File: src/rtl/tdc_pkg.sv
// Shared types and default sizing for the drift-tube TDC bank.
// Holds the event FSM states and the drop-counter width.
package tdc_pkg;

  typedef enum logic [1:0] {
    IDLE  = 2'd0,
    ARMED = 2'd1,
    HOLD  = 2'd2
  } state_e;

  localparam int N_CH_DEF   = 8;
  localparam int TW_DEF     = 8;
  localparam int WINDOW_DEF = 255;
  localparam int DROP_W     = 8;

endpackage

File: src/rtl/sync_edge.sv
// Async-pin synchroniser plus registered rising-edge pulse; pin-to-pulse latency SYNC_STAGES+1 cycles.
// No flow control: one single-cycle pulse per synced 0->1 transition.
module sync_edge #(
  parameter int SYNC_STAGES = 2
) (
  input  logic clk100,
  input  logic rst_n,
  input  logic async_in,
  output logic edge_o
);

  logic [SYNC_STAGES-1:0] sync_q, sync_d;
  logic                   prev_q, prev_d;
  logic                   edge_q, edge_d;

  always_comb begin
    sync_d = {sync_q[SYNC_STAGES-2:0], async_in};
    prev_d = sync_q[SYNC_STAGES-1];
    edge_d = sync_q[SYNC_STAGES-1] & ~prev_q;
  end

  always_ff @(posedge clk100 or negedge rst_n) begin
    if (!rst_n) begin
      sync_q <= '0;
      prev_q <= 1'b0;
      edge_q <= 1'b0;
    end else begin
      sync_q <= sync_d;
      prev_q <= prev_d;
      edge_q <= edge_d;
    end
  end

  assign edge_o = edge_q;

endmodule

File: src/rtl/drift_tdc_bank.sv
// Per-layer drift TDC: trigger opens a WINDOW+1 cycle window, first tube edges are timestamped; evt_valid WINDOW+2 cycles after trigger edge.
// Snapshot is held until evt_valid & evt_ready; triggers arriving while busy are dropped and counted.
module drift_tdc_bank
  import tdc_pkg::*;
#(
  parameter int N_CH        = N_CH_DEF,
  parameter int TW          = TW_DEF,
  parameter int WINDOW      = WINDOW_DEF,
  parameter int SYNC_STAGES = 2
) (
  input  logic                 clk100,
  input  logic                 rst_n,
  input  logic                 scin_coin,
  input  logic [N_CH-1:0]      tube_in,
  output logic [N_CH*TW-1:0]   hit_time,
  output logic [N_CH-1:0]      hit_mask,
  output logic                 evt_valid,
  input  logic                 evt_ready,
  output logic                 busy,
  output logic [DROP_W-1:0]    drop_cnt
);

  localparam logic [TW-1:0] WIN_LAST = TW'(WINDOW);

  logic            trig_edge;
  logic [N_CH-1:0] tube_edge;

  // Trigger and tubes use identical synchronisers so relative timing is preserved.
  sync_edge #(.SYNC_STAGES(SYNC_STAGES)) u_sync_trig (
    .clk100   (clk100),
    .rst_n    (rst_n),
    .async_in (scin_coin),
    .edge_o   (trig_edge)
  );

  for (genvar g = 0; g < N_CH; g++) begin : g_tube
    sync_edge #(.SYNC_STAGES(SYNC_STAGES)) u_sync_tube (
      .clk100   (clk100),
      .rst_n    (rst_n),
      .async_in (tube_in[g]),
      .edge_o   (tube_edge[g])
    );
  end

  state_e              state_q, state_d;
  logic [TW-1:0]       cnt_q, cnt_d;
  logic [N_CH*TW-1:0]  time_q, time_d;
  logic [N_CH-1:0]     mask_q, mask_d;
  logic [DROP_W-1:0]   drop_q, drop_d;

  always_ff @(posedge clk100 or negedge rst_n) begin
    if (!rst_n) begin
      state_q <= IDLE;
      cnt_q   <= '0;
      time_q  <= '0;
      mask_q  <= '0;
      drop_q  <= '0;
    end else begin
      state_q <= state_d;
      cnt_q   <= cnt_d;
      time_q  <= time_d;
      mask_q  <= mask_d;
      drop_q  <= drop_d;
    end
  end

  always_comb begin
    state_d = state_q;
    case (state_q)
      IDLE:    if (trig_edge)          state_d = ARMED;
      ARMED:   if (cnt_q == WIN_LAST)  state_d = HOLD;
      HOLD:    if (evt_ready)          state_d = IDLE;
      default:                         state_d = IDLE;
    endcase
  end

  always_comb begin
    cnt_d  = cnt_q;
    time_d = time_q;
    mask_d = mask_q;
    drop_d = drop_q;
    case (state_q)
      IDLE: begin
        if (trig_edge) cnt_d = '0;
      end
      ARMED: begin
        cnt_d = cnt_q + TW'(1);
        for (int i = 0; i < N_CH; i++) begin
          if (tube_edge[i] && !mask_q[i]) begin
            time_d[i*TW +: TW] = cnt_q;
            mask_d[i]          = 1'b1;
          end
        end
      end
      HOLD: begin
        if (evt_ready) begin
          time_d = '0;
          mask_d = '0;
        end
      end
      default: ;
    endcase
    // Includes the handshake cycle, where the FSM is still HOLD.
    if (trig_edge && (state_q != IDLE) && (drop_q != {DROP_W{1'b1}})) begin
      drop_d = drop_q + DROP_W'(1);
    end
  end

  always_comb begin
    evt_valid = (state_q == HOLD);
    busy      = (state_q != IDLE);
  end

  assign hit_time = time_q;
  assign hit_mask = mask_q;
  assign drop_cnt = drop_q;

endmodule
File: config.mk
export PLATFORM = sky130hd
export DESIGN_NAME = drift_tdc_bank
export DESIGN_NICKNAME = d
export VERILOG_FILES = /design/src/rtl/tdc_pkg.sv /design/src/rtl/sync_edge.sv /design/src/rtl/drift_tdc_bank.sv
export SDC_FILE = /design/constraint.sdc
export NUM_CORES = 1
export LEC_CHECK = 0
export CORE_MARGIN = 8
export CORE_UTILIZATION = 50
export CTS_CLUSTER_DIAMETER = 80
export DETAILED_ROUTE_END_ITERATION = 8
export DONT_BUFFER_PORTS = 1
export SLEW_MARGIN = 20
export SYNTH_ARGS = -nofsm -noshare
export SYNTH_HDL_FRONTEND = slang
export SYNTH_SLANG_ARGS = --single-unit
File: constraint.sdc
create_clock -name clk100 -period 5.7 [get_ports clk100]
set_clock_uncertainty 0.2 [all_clocks]
set_input_delay 0.285 -clock clk100 [delete_from_list [all_inputs] [get_ports clk100]]
set_output_delay 0.285 -clock clk100 [all_outputs]
set_load 0.01 [all_outputs]
==> key figures <==
Clock tree
  – Skew-Pair Late Insertion Delay: 510 ps
  – Total CTS buffers: 17
  – Clock Path Buffers: 2
  – Cts repair resizes: 0
  – H-tree levels: 4
  – Post-CTS Setup Inserts: 0
  – Root buf cell: clkbuf_8
  – CTS sink cnt: 126
  – CTS tree: done
  – Reg clk slew, reported paths: 60 ps
  – CTS Hold Bufs: 12

Timing
  – Final setup viols: 0
  – Unrepaired setup endpoints after global routing: false
  – Setup TNS: 0 ps
  – Final setup margin: 3470 ps
  – Worst-Margin Slew: 661 ps
  – Hold Vio Cnt, Final: 0
  – Fmax: 449 MHz
  – Max-slew violations: 0
  – Tmin final: 2230 ps
  – Period Utilization, post-route: 0.391
  – Slew HR: 0.558

Status
  – Status: complete, no violations

Setup path
  – Crit path max fanout: 16
  – Worst setup SP type: flip-flop
  – Worst Setup End Kind: flip-flop
  – Worst R2R Setup Slack: 3470 ps
  – Crit path kind: reg -> reg
  – CP arrival: 2420 ps
  – Worst Path Required: 5890 ps

Power
  – Power density over the cells: 533 nW/um^2
  – Clock network fraction of total power: 0.378
  – Internal Power: 2.09 mW
  – Comb pwr share: 0.134
  – Peak VDD IR: 354 uV
  – Net Sw Frac: 0.302
  – Final Total Pwr: 2.99 mW
  – Reg power frac: 0.488
  – NetSw: 904 uW
  – Leakage: 2.56 nW

Floorplan
  – Row Count: 35
  – Width of the die: 113 microns
  – Initial Utilization: 0.513
  – DIE AREA: 12900 sq um
  – Chip height: 113 microns
  – Core area: 9240 sq um
  – Top Ports: 94

Finish
  – Final Net Count: 347
  – Sequential cell area: 3150 sq um
  – Diodes inserted: 0
  – Layout area overhead: 18.2%
  – Share of layout cells above drive strength 1: 0.332
  – Multi-input logic area: 1480 sq um
  – Design Area, Final: 5610 sq um
  – FILL cells: 722
  – Highest-count cells in the layout ignoring fill and taps: 126 x dfrtp_1, 67 x mux2_2, 16 x clkbuf_16
  – Most common cell after layout, fill and taps aside: dfrtp_1

Yosys
  – Post-Syn Area: 4740 sq um
  – Register area share after synthesis: 0.665
  – Synth area leaders: dfrtp_1 66%, mux2_2 16%, a31oi_4 3.6%, and2_1 1.3%, nor2b_1 1.2%
  – Share of the synthesized area in the top cell type: 0.665
  – Yosys cell types: 33
  – Syn_nets: 328
  – Syn Area/Cell: 15.1 sq um
  – Post-synthesis cell count: 314
  – Synthesis Warnings: 0
  – Largest area contributor in the netlist: dfrtp_1
  – Synthesis-stage register bit count: 126

Route
  – Total wire length: 9.53 mm
  – Routed length on met3: 966 microns
  – WL/cell: 20.1 microns
  – Top Metal Used: met4
  – Residual DRC: 0
  – DR WL met2: 4.45 mm
  – M1 wire length: 3.98 mm
  – Pre-Repair DR Iteration Count: 4
  – Routed via count: 2495
  – Vias per cell: 5.25
  – Final ANT Viol Nets: 0
  – Starting DRT DRC Count: 137

Place
  – IO Port Bufs: 0
  – Dpl ws: 3460 ps
  – Routability cong.: 0.834
  – Hpwl dp: 6.36 mm
  – DP Area: 4840 sq um

GRT
  – Grt ovf: 0
  – Largest net degree at the start of global routing: 127
  – Initial antenna violation count: 0
  – First-pass GRT wire length: 15.1 mm
  – Gr usage total: 0.156
  – Number of global-route vias before repair: 2628

Worst hold path
  – Hold/Removal Path Class: in -> reg

Run
  – Number of max-cap violations: 0
## cells by family (layout without fill, tap and decap cells)
kind of cell / count (synthesis) / after routing / share of synthesized area
buf+inv: 23 / 55 / 0.0230
mux: 68 / 68 / 0.161
compound gates: 36 / 36 / 0.0723
flops: 126 / 126 / 0.665
xor+xnor: 3 / 3 / 0.00554
simple gates: 56 / 56 / 0.0675
fa+ha+maj: 2 / 2 / 0.00528
## synthesized netlist by cell type
cell type	number
a21o_1	1
a21oi_1	11
a22o_1	3
a31oi_4	8
a41oi_1	1
and2_1	10
and2_4	1
and4_1	1
buf_6	3
clkbuf_1	9
dfrtp_1	126
ha_1	2
inv_1	9
inv_2	2
mux2_1	1
mux2_2	67
nand2_1	9
nand2_4	1
nand2b_1	1
nand3_1	10
nand4_1	4
nor2_1	3
nor2_4	1
nor2b_1	9
nor3_1	3
o211ai_1	1
o21a_1	1
o21ai_0	7
o21bai_1	1
o311ai_0	2
or2_2	2
or4_1	1
xnor2_1	3
## worst max-delay path, cell delays in order (launching register included)
cell and delay [ps]:
dfrtp_1 520, inv_2 120, nand2_4 110, inv_2 80
and2_4 260, a31oi_4 430, mux2_2 390
## through the flow
step,cells,hold WS [ps],util
after floorplan,314,-211,-
final,475,134,0.607
after detailed placement,431,-206,0.523
after global routing,475,105,0.607
after global placement,431,-206,0.523
after CTS,475,106,0.607
## routing by layer
metal,vias up,track usage
li1,1145,-
met5,-,0
met2,80,0.240
met1,1258,0.181
met3,12,0.0777
met4,0,0.0639
## final cells by class
cell class | instances | share of cell area
flip-flops and latches | 126 | 0.562
multi-input cells | 165 | 0.264
clock buffers | 18 | 0.0763
clock inverters | 14 | 0.0364
well taps | 129 | 0.0288
repair buffers | 12 | 0.0246
inverters | 11 | 0.00737
## power by group through the flow
stage          logic, mW  clock network, mW  registers [mW]
2_1_floorplan      0.328                  0            1.39
3_3_place_gp       0.371                  0            1.48
3_5_place_dp       0.383                  0            1.49
4_1_cts            0.411               1.16            1.47
5_1_grt            0.449               1.20            1.50
6_report           0.400               1.13            1.46
## sequential cells by signal, summed over array words and instances, names as in the netlist
name,cells
state_q,2
g_tube.u_sync_tube.prev_q,8
u_sync_trig.sync_q,2
u_sync_trig.prev_q,1
hit_mask,8
g_tube.u_sync_tube.sync_q,16
hit_time,64
u_sync_trig.edge_o,1
g_tube.u_sync_tube.edge_o,8
drop_cnt,8
cnt_q,8
## path summary, 6_finish.rpt
check                                                start                              end  cells after the start
max in group asynchronous                            rst_n     g_tube[7].u_sync_tube.edge_o                      2
hold / removal                                  tube_in[5]  g_tube[5].u_sync_tube.sync_q[0]                      1
hold reg to reg            g_tube[4].u_sync_tube.sync_q[0]  g_tube[4].u_sync_tube.sync_q[1]                      0
min in group asynchronous                            rst_n                     hit_time[60]                      2
setup / recovery                                state_q[0]                     hit_time[33]                      6
setup reg to reg                                state_q[0]                     hit_time[33]                      6
(Power assumes the default switching activity.)
